**src/rtl/lidar_scan_controller.sv**
```systemverilog
// LiDAR run/reset sequencer with a no-data watchdog, bounded restarts and a first-word-fall-through point FIFO.
// Optional build macro: LIDAR_ZERO_DIST_FILTER_EN (discard zero-distance points before the FIFO).
module lidar_scan_controller #(
  parameter int unsigned TIMEOUT_CYCLES = 50_000_000,
  parameter int unsigned BACKOFF_CYCLES = 10_000_000,
  parameter int unsigned MAX_RETRIES    = 3,
  parameter int unsigned FIFO_DEPTH     = 16
) (
  input  logic                          clk_in,
  input  logic                          rst_n_in,
  input  logic                          enable_in,
  input  logic                          new_data_in,
  input  logic [31:0]                   angle_distance_in,
  output logic                          run_protocol_out,
  output logic                          lidar_rst_out,
  output logic [31:0]                   point_data_out,
  output logic                          point_sof_out,
  output logic                          point_valid_out,
  input  logic                          point_ready_in,
  output logic [2:0]                    state_out,
  output logic [1:0]                    retry_count_out,
  output logic [15:0]                   drop_count_out,
  output logic [$clog2(FIFO_DEPTH):0]   fifo_count_out,
  output logic                          fault_out
);

  localparam int unsigned PTR_W = $clog2(FIFO_DEPTH);
  localparam int unsigned CNT_W = PTR_W + 1;
  localparam int unsigned WD_W  = $clog2(TIMEOUT_CYCLES + 1);
  localparam int unsigned BO_W  = $clog2(BACKOFF_CYCLES + 1);
  localparam logic [WD_W-1:0]  WD_LOAD     = WD_W'(TIMEOUT_CYCLES);
  localparam logic [BO_W-1:0]  BO_LOAD     = BO_W'(BACKOFF_CYCLES);
  localparam logic [CNT_W-1:0] CNT_FULL    = CNT_W'(FIFO_DEPTH);
  localparam logic [2:0]       RETRY_LIMIT = 3'(MAX_RETRIES);

  typedef enum logic [2:0] {
    IDLE    = 3'd0,
    START   = 3'd1,
    ARMED   = 3'd2,
    RUNNING = 3'd3,
    BACKOFF = 3'd4,
    FAULT   = 3'd5
  } state_e;

  state_e           state_q, state_d;
  logic [WD_W-1:0]  wd_q, wd_d;
  logic [BO_W-1:0]  bo_q, bo_d;
  logic [1:0]       retry_q, retry_d;
  logic             sof_pending_q, sof_pending_d;
  logic [15:0]      last_angle_q, last_angle_d;
  logic [15:0]      drop_q, drop_d;
  logic [PTR_W-1:0] wr_ptr_q, wr_ptr_d, rd_ptr_q, rd_ptr_d;
  logic [CNT_W-1:0] count_q, count_d;
  logic             run_q, run_d, lrst_q, lrst_d, fault_q, fault_d;
  logic [32:0]      mem_q [FIFO_DEPTH];
  logic [1:0]       rst_sync_q;
  logic             rst_n_s;

  logic        strobe_s, active_s, keep_s, sof_bit_s, empty_s, full_s;
  logic        pop_s, try_push_s, push_s, drop_s;
  logic [32:0] head_s;

  // Reset asserts asynchronously but releases on a clock edge.
  always_ff @(posedge clk_in or negedge rst_n_in) begin
    if (!rst_n_in) begin
      rst_sync_q <= 2'b00;
    end else begin
      rst_sync_q <= {rst_sync_q[0], 1'b1};
    end
  end
  assign rst_n_s = rst_sync_q[1];

  // A strobe arriving as enable falls is discarded entirely.
  assign strobe_s = new_data_in & enable_in;
  assign active_s = (state_q == ARMED) | (state_q == RUNNING);
`ifdef LIDAR_ZERO_DIST_FILTER_EN
  assign keep_s = (angle_distance_in[15:0] != 16'd0);
`else
  assign keep_s = 1'b1;
`endif
  assign sof_bit_s  = sof_pending_q | (angle_distance_in[31:16] < last_angle_q);
  assign empty_s    = (count_q == {CNT_W{1'b0}});
  assign full_s     = (count_q == CNT_FULL);
  assign pop_s      = ~empty_s & point_ready_in & enable_in;
  assign try_push_s = active_s & strobe_s & keep_s;
  assign push_s     = try_push_s & (~full_s | pop_s);
  assign drop_s     = try_push_s & ~push_s;

  // Datapath next state: angle tracking, sof bookkeeping, drop counter, FIFO pointers.
  always_comb begin
    last_angle_d = strobe_s ? angle_distance_in[31:16] : last_angle_q;
    if (drop_s && (drop_q != 16'hFFFF)) begin
      drop_d = drop_q + 16'd1;
    end else begin
      drop_d = drop_q;
    end
    // A sof-carrying point that never reaches the FIFO hands its sof to the next one.
    if (state_q == START) begin
      sof_pending_d = 1'b1;
    end else if (push_s) begin
      sof_pending_d = 1'b0;
    end else if (active_s && strobe_s && sof_bit_s) begin
      sof_pending_d = 1'b1;
    end else begin
      sof_pending_d = sof_pending_q;
    end
    if (!enable_in) begin
      wr_ptr_d = {PTR_W{1'b0}};
      rd_ptr_d = {PTR_W{1'b0}};
      count_d  = {CNT_W{1'b0}};
    end else begin
      wr_ptr_d = wr_ptr_q + PTR_W'(push_s);
      rd_ptr_d = rd_ptr_q + PTR_W'(pop_s);
      count_d  = count_q + CNT_W'(push_s) - CNT_W'(pop_s);
    end
  end

  // Sequencer next state, watchdog/backoff counters and registered control outputs.
  always_comb begin
    state_d = state_q;
    wd_d    = wd_q;
    bo_d    = bo_q;
    retry_d = retry_q;
    if (!enable_in) begin
      state_d = IDLE;
      retry_d = 2'd0;
    end else begin
      case (state_q)
        IDLE: begin
          state_d = START;
        end
        START: begin
          wd_d    = WD_LOAD;
          state_d = ARMED;
        end
        ARMED, RUNNING: begin
          if (new_data_in) begin
            wd_d = WD_LOAD;
            if (state_q == ARMED) begin
              state_d = RUNNING;
              retry_d = 2'd0;
            end else begin
              state_d = RUNNING;
            end
          end else if (wd_q <= WD_W'(1'b1)) begin
            wd_d = {WD_W{1'b0}};
            if (({1'b0, retry_q} + 3'd1) == RETRY_LIMIT) begin
              state_d = FAULT;
            end else begin
              retry_d = retry_q + 2'd1;
              bo_d    = BO_LOAD;
              state_d = BACKOFF;
            end
          end else begin
            wd_d = wd_q - WD_W'(1'b1);
          end
        end
        BACKOFF: begin
          if (bo_q <= BO_W'(1'b1)) begin
            state_d = START;
          end else begin
            bo_d = bo_q - BO_W'(1'b1);
          end
        end
        FAULT: begin
          state_d = FAULT;
        end
        default: begin
          state_d = IDLE;
        end
      endcase
    end
    run_d   = (state_d == ARMED) | (state_d == RUNNING);
    lrst_d  = (state_d == START);
    fault_d = (state_d == FAULT);
  end

  // State and counter registers.
  always_ff @(posedge clk_in or negedge rst_n_s) begin
    if (!rst_n_s) begin
      state_q       <= IDLE;
      wd_q          <= {WD_W{1'b0}};
      bo_q          <= {BO_W{1'b0}};
      retry_q       <= 2'd0;
      sof_pending_q <= 1'b1;
      last_angle_q  <= 16'd0;
      drop_q        <= 16'd0;
      wr_ptr_q      <= {PTR_W{1'b0}};
      rd_ptr_q      <= {PTR_W{1'b0}};
      count_q       <= {CNT_W{1'b0}};
      run_q         <= 1'b0;
      lrst_q        <= 1'b0;
      fault_q       <= 1'b0;
    end else begin
      state_q       <= state_d;
      wd_q          <= wd_d;
      bo_q          <= bo_d;
      retry_q       <= retry_d;
      sof_pending_q <= sof_pending_d;
      last_angle_q  <= last_angle_d;
      drop_q        <= drop_d;
      wr_ptr_q      <= wr_ptr_d;
      rd_ptr_q      <= rd_ptr_d;
      count_q       <= count_d;
      run_q         <= run_d;
      lrst_q        <= lrst_d;
      fault_q       <= fault_d;
    end
  end

  // Point storage; contents are only observed through the occupancy-gated head.
  always_ff @(posedge clk_in) begin
    if (push_s) begin
      mem_q[wr_ptr_q] <= {sof_bit_s, angle_distance_in};
    end
  end

  assign head_s           = mem_q[rd_ptr_q];
  assign point_valid_out  = ~empty_s;
  assign point_data_out   = empty_s ? 32'h0000_0000 : head_s[31:0];
  assign point_sof_out    = ~empty_s & head_s[32];
  assign run_protocol_out = run_q;
  assign lidar_rst_out    = lrst_q;
  assign fault_out        = fault_q;
  assign state_out        = state_q;
  assign retry_count_out  = retry_q;
  assign drop_count_out   = drop_q;
  assign fifo_count_out   = count_q;

endmodule

```
**config.mk**
```make
export PLATFORM = sky130hd
export DESIGN_NAME = lidar_scan_controller
export DESIGN_NICKNAME = d
export VERILOG_FILES = /design/src/rtl/lidar_scan_controller.sv
export SDC_FILE = /design/constraint.sdc
export NUM_CORES = 1
export LEC_CHECK = 0
export ABC_AREA = 1
export CORE_MARGIN = 2
export CORE_UTILIZATION = 45
export CTS_CLUSTER_DIAMETER = 150
export DETAILED_ROUTE_END_ITERATION = 16
export SLEW_MARGIN = 20
export SYNTH_ARGS = -nofsm -noshare
export SYNTH_HDL_FRONTEND = slang
export SYNTH_SLANG_ARGS = --single-unit
```
**constraint.sdc**
```tcl
create_clock -name clk_in -period 4.98 [get_ports clk_in]
set_input_delay 0.996 -clock clk_in [delete_from_list [all_inputs] [get_ports clk_in]]
set_output_delay 0.996 -clock clk_in [all_outputs]
set_load 0.01 [all_outputs]
```
* Word level (Yosys, flattened, before mapping)
Memories as Yosys holds them, arrays and structs flattened.
Index checks and enable logic that the tools add are counted.
** Cells by class
- Add/sub/neg operators :: 9
- Order comparisons :: 3
- Eq/ne operators :: 20
- Muxes and demuxes :: 29
- Bitwise operators :: 14
- Reductions and logical operators :: 12
** Operator list (number)
- $mux 24 :: 4
- $mux 26 :: 2
- $pmux 26 s2 :: 1
- $pmux 24 s2 :: 1
- $mux 32 :: 1
- $le 26x1->1 const B :: 1
- $sub 26x1->26 const B :: 1
- $le 24x1->1 const B :: 1
- $sub 24x1->24 const B :: 1
- $add 16x1->16 const B :: 1
- $lt 16x16->1 :: 1
- $ne 16x16->1 const B :: 1
- $eq 3x2->1 const B :: 5
- $pmux 3 s5 :: 1
- $mux 2 :: 6
- $mux 3 :: 4
- $eq 3x3->1 const B :: 3
- $add 4x1->4 :: 2
- $mux 4 :: 2
- $ne 2x2->1 const B :: 4
- $and 1x1->1 :: 7
- $eq 3x1->1 const B :: 2
- $mux 1 :: 6
- $reduce_and 6->1 :: 1
- 20 further kinds :: 28
** Storage, ports and cells
- Flip-flop bits (word level) :: 106
- Memory bits (writable) :: 528
- Input port bits :: 37
- Output and inout port bits :: 63
- Memories :: 1
** Memory list
- mem_q :: words 16, width 33, read ports 1, clocked after memory_dff 0, wr ports 1, RTL line 55 : logic [32:0] mem_q [FIFO_DEPTH];

* Longest topological paths before layout
Gate-level depths: netlist (run 1).
- Word-level depth :: 9
- Depth in mapped cells :: 18
- Gate-level depth less buffers :: 18

* Worst setup path before layout (run 1)
OpenSTA, ideal clock, no wires.
- Path type :: input to register
- Start :: in enable_in
- End :: mem mem_q[0][0], enable pin
- Arrival :: 3.196 ns
- Data required time :: 4.557 ns
- Slack :: 1.361 ns
- Stages on the path :: 7
- Buffers on the path :: 1
- Cells stage by stage :: buf_4 > nand2_1 > nor2_2 > inv_2 > nor2_2 > nand3_1 > nor2_1
** Between the ends
- Cells in the longest elaborated chain, start to end :: 5
- Elaborated cells between the ends (all ways) :: 7
** RTL lines
- from (decl) :: RTL line 11 : input logic enable_in,
- $and 1x1->1 (on tied branches) :: RTL line 74, 84
- $and 1x1->1 / $or 1x1->1 (equally long branches) :: RTL line 85, 86
- $and 1x1->1 (*) :: RTL line 86 : assign push_s = try_push_s & (~full_s | pop_s);
- $mux 1 (*) :: RTL line 213 : if (push_s) begin
- $mux 1 (implied by the code) (*) :: RTL line 214 : mem_q[wr_ptr_q] <= {sof_bit_s, angle_distance_in};
- to (decl) :: RTL line 55
Mark *: on every way between the ends. The rest lies on a longest branch, timed or not.

* Final worst setup path (run 1)
- Start :: reg rd_ptr_q[0]
- End :: out point_data_out[17]
** Between the ends
- Cells in the longest elaborated chain, start to end :: 2
** RTL lines
- from (decl) :: RTL line 52 : logic [PTR_W-1:0] wr_ptr_q, wr_ptr_d, rd_ptr_q, rd_ptr_d;
- from (signal assigned) :: RTL line 189 : rd_ptr_q <= {PTR_W{1'b0}};
- from (signal assigned) :: RTL line 203 : rd_ptr_q <= rd_ptr_d;
- $mem_v2 16x33
- $mux 32 :: RTL line 220 : assign point_data_out = empty_s ? 32'h0000_0000 : head_s[31:0];
- to (decl) :: RTL line 16 : output logic [31:0] point_data_out,
Every way passes these cells.

==> impl_metrics.env, run 1 <==
export IMPL_status="completed"
export IMPL_setup_viol=0
export IMPL_cp_slowest_stage_delay_ps=820
export IMPL_reg2reg_depth=18
export IMPL_post_route_period_util_pct=91.8
export IMPL_diodes=0
export IMPL_cp_max_fo=102
export IMPL_synthArstFlopShare_pct=16.7
export IMPL_tritoncts="built"
export IMPL_syn_inst=2289
export IMPL_synth_seq_cells=634
export IMPL_cp_slowest_cell="buf_4"
export IMPL_finClkSkew_ps=25.4
export IMPL_rrSetupSlack_ps=1580
export IMPL_yosysWarnings=0
export IMPL_ant_nets=0
export IMPL_dieArea_sq_um=61400
export IMPL_cp_top_family="buffers and inverters"
export IMPL_synth_edff_count=528
export IMPL_cp_num_buf_inv=2
export IMPL_ys_types=44
export IMPL_wire_per_inst_um=21.4
export IMPL_syn_area_sq_um=26800
export IMPL_hpwl_um=38200
export IMPL_timing_rr_end="fifo_count_out[4]"
export IMPL_synthMuxAreaShare_pct=0
export IMPL_grt_setup_unrepaired="no"
export IMPL_p_seq_share_pct=45.4
export IMPL_via_count=18056
export IMPL_start_util_pct=45.4
export IMPL_power_leakage_nw=10.9
export IMPL_yosys_area_share_adder_pct=1.52
export IMPL_rows=89
export IMPL_num_fill_cells=5037
export IMPL_antenna_found_initial=7
export IMPL_synth_top_area_share_pct=59.2
export IMPL_end_kind="output pin"
export IMPL_post_cts_buffers=0
export IMPL_r2r_start="fifo_count_out[2]"
export IMPL_clk_pin_slew_ps=60
export IMPL_synth_xor_area_share_pct=1.47
export IMPL_htree_levels=3
export IMPL_syn_nets=2358
export IMPL_gp_congestion=0.902
export IMPL_clock_path_buffers=3
export IMPL_overflow=0
export IMPL_route_detailed_drc=0
export IMPL_crit_path_frequent_cell="nor2_1"
export IMPL_fin_crit_ps=4570
export IMPL_final_hold_viol_count=0
export IMPL_io_buffers=99
export IMPL_synth_top_family_by_area="simple AND/OR/NAND/NOR gates"
export IMPL_post_place_ws_ps=992
export IMPL_final_max_slew_violation_count=0
export IMPL_fin_nets=2451
export IMPL_maxCapViolations=0
export IMPL_arrival_ps=3580
export IMPL_fin_ws_ps=408
export IMPL_path_cells="buf_4 > o21ai_0 > o22ai_1 > nor2_1 > nor2_1 > o21ai_1 > a21oi_1 > clkdlybuf4s50_1"
export IMPL_synth_area_leaders="edfxtp_1 59%, dfrtp_1 9.8%, nor2_1 6.3%"
export IMPL_yosys_top_cells_count="528 x edfxtp_1, 450 x nor2_1, 283 x o21ai_0, 189 x nand2_1"
export IMPL_cts_hold_fix_buffers=0
export IMPL_grt_max_degree=146
export IMPL_tightest_slew_ps=1010
export IMPL_cp_required_ps=3980
export IMPL_startpoint_type="register"
export IMPL_drt_first_pass_iters=5
export IMPL_pin_count=100
export IMPL_ys_flop_type="edfxtp_1"
export IMPL_insertion_delay_ps=610
export IMPL_hold_path_class="reg2async"
export IMPL_synth_compound_area_share_pct=11.8
export IMPL_cts_repair_resize_count=0
export IMPL_ys_seq_area_share_pct=69.2
export IMPL_viasPerCell=5.63
export IMPL_syn2layout_area_growth_pct=15.8
export IMPL_tns_ps=0
export IMPL_track_usage_pct=22.7
export IMPL_fp_dieW_um=248
export IMPL_ir_drop_mv=0.316
export IMPL_synth_simple_gate_area_share_pct=12.3
export IMPL_comb_power_share_pct=18.2
export IMPL_p_clk_share_pct=36.4
export IMPL_switching_share_pct=27.8
export IMPL_relSlewSlack_pct=32.8
export IMPL_yosysMostFrequentCell="edfxtp_1"
export IMPL_drtIter0Drc=1400
export IMPL_drt_wl_total_um=68500
export IMPL_switching_power_w=0.00372
export IMPL_grt_pass1_vias=18067
export IMPL_drive_gt1_share_pct=8.47
export IMPL_avgSynthCellArea_sq_um=11.7
export IMPL_cts_num_sinks=634
export IMPL_fmax_mhz=219
export IMPL_core_area_sq_um=58900
export IMPL_yosysTopAreaCell="edfxtp_1"
export IMPL_grt_pass1_wl_um=105000
export IMPL_worstSetupPathType="reg2out"
export IMPL_intPower_w=0.00963
export IMPL_cts_buffers=68
export IMPL_die_h_um=248
export IMPL_root_buffer="clkbuf_16"
export IMPL_p_per_area_nw_per_um2=431
==> sequential cells by signal (all words and copies together), names as in the netlist, 2 cells and up <==
register and flops:
mem_q 528, last_angle_q 16, retry_count_out 2, wr_ptr_q 4
fifo_count_out 5, drop_count_out 16, rst_sync_q 2, rd_ptr_q 4
wd_q 26, state_out 3, bo_q 24
==> per-layer routing <==
layer  routed length (um)  GRT usage [%]
met1                29700           30.5
met2                33200           37.9
met3                 4080           3.99
met4                 1450           6.48
met5                   39              0
==> cell usage in the layout (no fill, tap or decap), types with 13 or more instances in the layout <==
| master | n |
|---|---|
| xor2_1 | 32 |
| buf_4 | 31 |
| edfxtp_1 | 528 |
| buf_12 | 16 |
| nand3_1 | 108 |
| clkbuf_1 | 15 |
| o21ai_1 | 36 |
| xnor2_1 | 13 |
| nor2_4 | 19 |
| nor2_1 | 433 |
| nor3_1 | 17 |
| inv_1 | 100 |
| clkinv_2 | 15 |
| o21ai_0 | 283 |
| clkbuf_16 | 70 |
| nand2_1 | 189 |
| a21oi_1 | 74 |
| ha_1 | 31 |
| o22ai_1 | 25 |
| o221ai_1 | 108 |
| dfrtp_1 | 101 |
| clkdlybuf4s50_1 | 99 |
==> power groups by stage <==
stage          clock network, W  logic [W]  registers, W
6_report                0.00485    0.00244       0.00606
5_1_grt                 0.00515    0.00272       0.00608
4_1_cts                 0.00495    0.00246       0.00606
3_5_place_dp                  0    0.00245       0.00616
3_3_place_gp                  0    0.00242       0.00616
2_1_floorplan                 0    0.00145       0.00614
==> logic make-up (layout without fill, tap and decap cells) <==
family,Yosys count,in the layout
AND/OR/NAND/NOR,802,802
flip-flops,634,634
AO/OA/AOI/OAI,537,537
buffers and inverters,238,381
XOR/XNOR,45,45
adder cells (fa/ha/maj),32,32
other,1,1
==> metrics by stage <==
| stage | hold WS, ps | util [%] | total power (W) | instances | area (sq um) |
|---|---|---|---|---|---|
| after detailed placement | 348 | 49.0 | 0.00861 | 3085 | 28900 |
| after CTS | 358 | 52.6 | 0.0135 | 3205 | 31000 |
| after global placement | 339 | 49.0 | 0.00858 | 3085 | 28900 |
| after floorplan | 331 | - | 0.00759 | 2289 | 26800 |
| final | 320 | 52.6 | 0.0133 | 3205 | 31000 |
| after global routing | 374 | 52.6 | 0.0140 | 3205 | 31000 |
==> how the worst max path moves through the flow <==
stage                     start                 end  slack [ps]  cells past startpoint
global route        rd_ptr_q[0]  point_data_out[26]         200                      6
CTS                 rd_ptr_q[0]  point_data_out[17]         360                      8
detailed placement  rd_ptr_q[0]  point_data_out[17]         990                      8
global placement    rd_ptr_q[0]  point_data_out[17]        1050                      8
floorplan             enable_in         mem_q[0][0]        1360                      7
finish              rd_ptr_q[0]  point_data_out[17]         410                      8
==> worst register-to-register path, cell delays in order, from the launching register on <==
cell	delay (ps)
dfrtp_1	440
inv_1	110
ha_1	160
nand2_1	50
nor2_1	130
inv_1	90
nor2_4	550
inv_1	200
nand3_1	110
inv_1	80
ha_1	280
inv_1	40
ha_1	200
fa_1	400
nand2_1	90
a21oi_1	60
nor2_1	110
xor2_1	150
nor2_1	50
==> cell type report <==
class	count	area (sq um)	share of cell area, %
clock inverters	34	303	0.977
inverters	115	443	1.43
multi-input cells	1417	7380	23.8
clock buffers	86	1820	5.88
repair buffers	146	1540	4.98
well taps	773	967	3.12
flip-flops and latches	634	18500	59.8
Note: power is estimated with default switching activity, not from simulation.
==> run 2, diff against run 1 <==
- CORE_ASPECT_RATIO: unset -> 1.25
==> run 2 against run 1 <==
Maximum frequency shrank 1.7%. Critical endpoint is now point_data_out[20]. Highest routed layer unchanged. Worst hold slack gained 29 ps. Sequential share of layout area shrank 0.099 points. Combinational power is essentially flat. Register-to-register slack gained 550 ps.
==> impl_metrics.env, run 2 (synthesis results as in run 1) <==
export IMPL_io_buffers=99
export IMPL_fmax_mhz=215
export IMPL_fp_dieW_um=222
export IMPL_cts_repair_resize_count=0
export IMPL_relSlewSlack_pct=31.6
export IMPL_hold_path_class="reg2reg"
export IMPL_fin_nets=2456
export IMPL_p_total_w=0.0134
export IMPL_pin_count=100
export IMPL_overflow=0
export IMPL_num_fill_cells=4941
export IMPL_maxCapViolations=0
export IMPL_route_detailed_drc=0
export IMPL_syn2layout_area_growth_pct=16.0
export IMPL_start_util_pct=45.7
export IMPL_rows=99
export IMPL_top_regs="mem_q (528), wd_q (26), bo_q (24)"
export IMPL_grt_pass1_vias=18298
export IMPL_p_per_area_nw_per_um2=432
export IMPL_clock_path_buffers=3
export IMPL_startpoint_type="register"
export IMPL_cts_buffers=67
export IMPL_status="completed"
export IMPL_final_cell_area_sq_um=31000
export IMPL_grt_setup_unrepaired="no"
export IMPL_wire_per_inst_um=21.6
export IMPL_via_count=18140
export IMPL_cp_slowest_stage_delay_ps=760
export IMPL_worstSetupPathType="reg2out"
export IMPL_dieArea_sq_um=61400
export IMPL_final_max_slew_violation_count=0
export IMPL_clk_pin_slew_ps=60
export IMPL_viasPerCell=5.67
export IMPL_end_kind="output pin"
export IMPL_drt_first_pass_iters=7
export IMPL_antenna_found_initial=2
export IMPL_hpwl_um=39600
export IMPL_track_usage_pct=22.5
export IMPL_ant_nets=0
export IMPL_core_area_sq_um=58600
export IMPL_final_hold_viol_count=0
export IMPL_drive_gt1_share_pct=8.73
export IMPL_root_buffer="clkbuf_16"
export IMPL_mostFrequentLayoutCells="528 x edfxtp_1, 433 x nor2_1, 283 x o21ai_0"
export IMPL_tns_ps=0
export IMPL_largest_register_ff_count=528
export IMPL_cts_hold_fix_buffers=0
export IMPL_gp_congestion=0.881
export IMPL_cts_num_sinks=634
export IMPL_placed_area_sq_um=28900
export IMPL_drtIter0Drc=1511
export IMPL_tightest_slew_ps=1030
export IMPL_finClkSkew_ps=15.3
export IMPL_grt_max_degree=135
export IMPL_arrival_ps=3660
export IMPL_htree_levels=3
export IMPL_drt_wl_total_um=69100
export IMPL_power_leakage_nw=10.9
export IMPL_top_register="mem_q"
export IMPL_final_util_pct=53.0
export IMPL_die_h_um=277
export IMPL_fin_crit_ps=4650
export IMPL_cp_required_ps=3980
export IMPL_multiInputGateArea_sq_um=7380
export IMPL_ir_drop_mv=0.301
export IMPL_cp_max_fo=96
export IMPL_seq_area_sq_um=18500
export IMPL_insertion_delay_ps=600
export IMPL_cp_slowest_cell="dfrtp_4"
export IMPL_layout_commonest_cell="edfxtp_1"
export IMPL_grt_pass1_wl_um=106000
export IMPL_post_route_period_util_pct=93.4
export IMPL_path_cells="inv_6 > buf_12 > o21ai_0 > o221ai_1 > nand3_1 > a21oi_1 > clkdlybuf4s50_1"
export IMPL_setup_viol=0
export IMPL_post_cts_buffers=0
export IMPL_tritoncts="built"
-- run 2: changes by cell type in the layout (fill, tap and decap cells not counted), moves of 2 or more --
cell,before,now
clkinvlp_4,1,3
clkbuf_1,15,7
clkinv_1,10,18
buf_4,31,38
clkinv_4,2,0
-- run 2: metal layers --
layer / vias up / part of all wire (%) / global-route usage (%) / wire length [um]
met5: - / 0.016 / 0 / 11
met4: 2 / 2.9 / 8.37 / 2000
met3: 134 / 5.7 / 3.56 / 3920
met2: 540 / 50 / 38.8 / 34800
met1: 9019 / 41 / 28.5 / 28400
li1: 8445 / - / - / -
-- run 2: cell type report --
cell class,count,share of cell area [%]
Clock buffer,80,5.90
Tap cell,757,3.05
Timing Repair Buffer,152,5.08
Antenna cell,1,0.00806
Sequential cell,634,59.7
Multi-Input combinational cell,1417,23.8
Clock inverter,41,1.06
Inverter,115,1.43
-- run 2: per-stage QoR --
stage	hold WS (ps)	instances	worst slack [ps]
3_5_place_dp	339	3075	942
6_report	349	3197	327
4_1_cts	352	3196	318
2_1_floorplan	331	2289	1360
3_3_place_gp	339	3075	1010
5_1_grt	359	3196	160
-- run 2: critical path, delay by kind of cell (launching register included) --
family	cells	cell delay (ps)
compound gates	3	750
buf+inv	3	1340
flops	1	760
simple gates	1	110
-- run 2: final timing paths --
path                               startpoint            endpoint  slack, ps  cells after the start
worst max-delay path              rd_ptr_q[0]  point_data_out[20]        330                      7
worst min-delay path            rst_sync_q[0]       rst_sync_q[1]        350                      0
worst max register to register   state_out[2]         mem_q[2][6]       2130                      8
worst min register to register  rst_sync_q[0]       rst_sync_q[1]        350                      0
max in group asynchronous       rst_sync_q[1]         rd_ptr_q[0]       3390                      1
min in group asynchronous       rst_sync_q[1]   drop_count_out[6]        410                      0
-- run 2: report_power, final --
part           total, W  internal (W)  switching [W]
logic           0.00241      0.000894        0.00151
clock network   0.00493       0.00288        0.00204
registers       0.00608       0.00591       0.000177
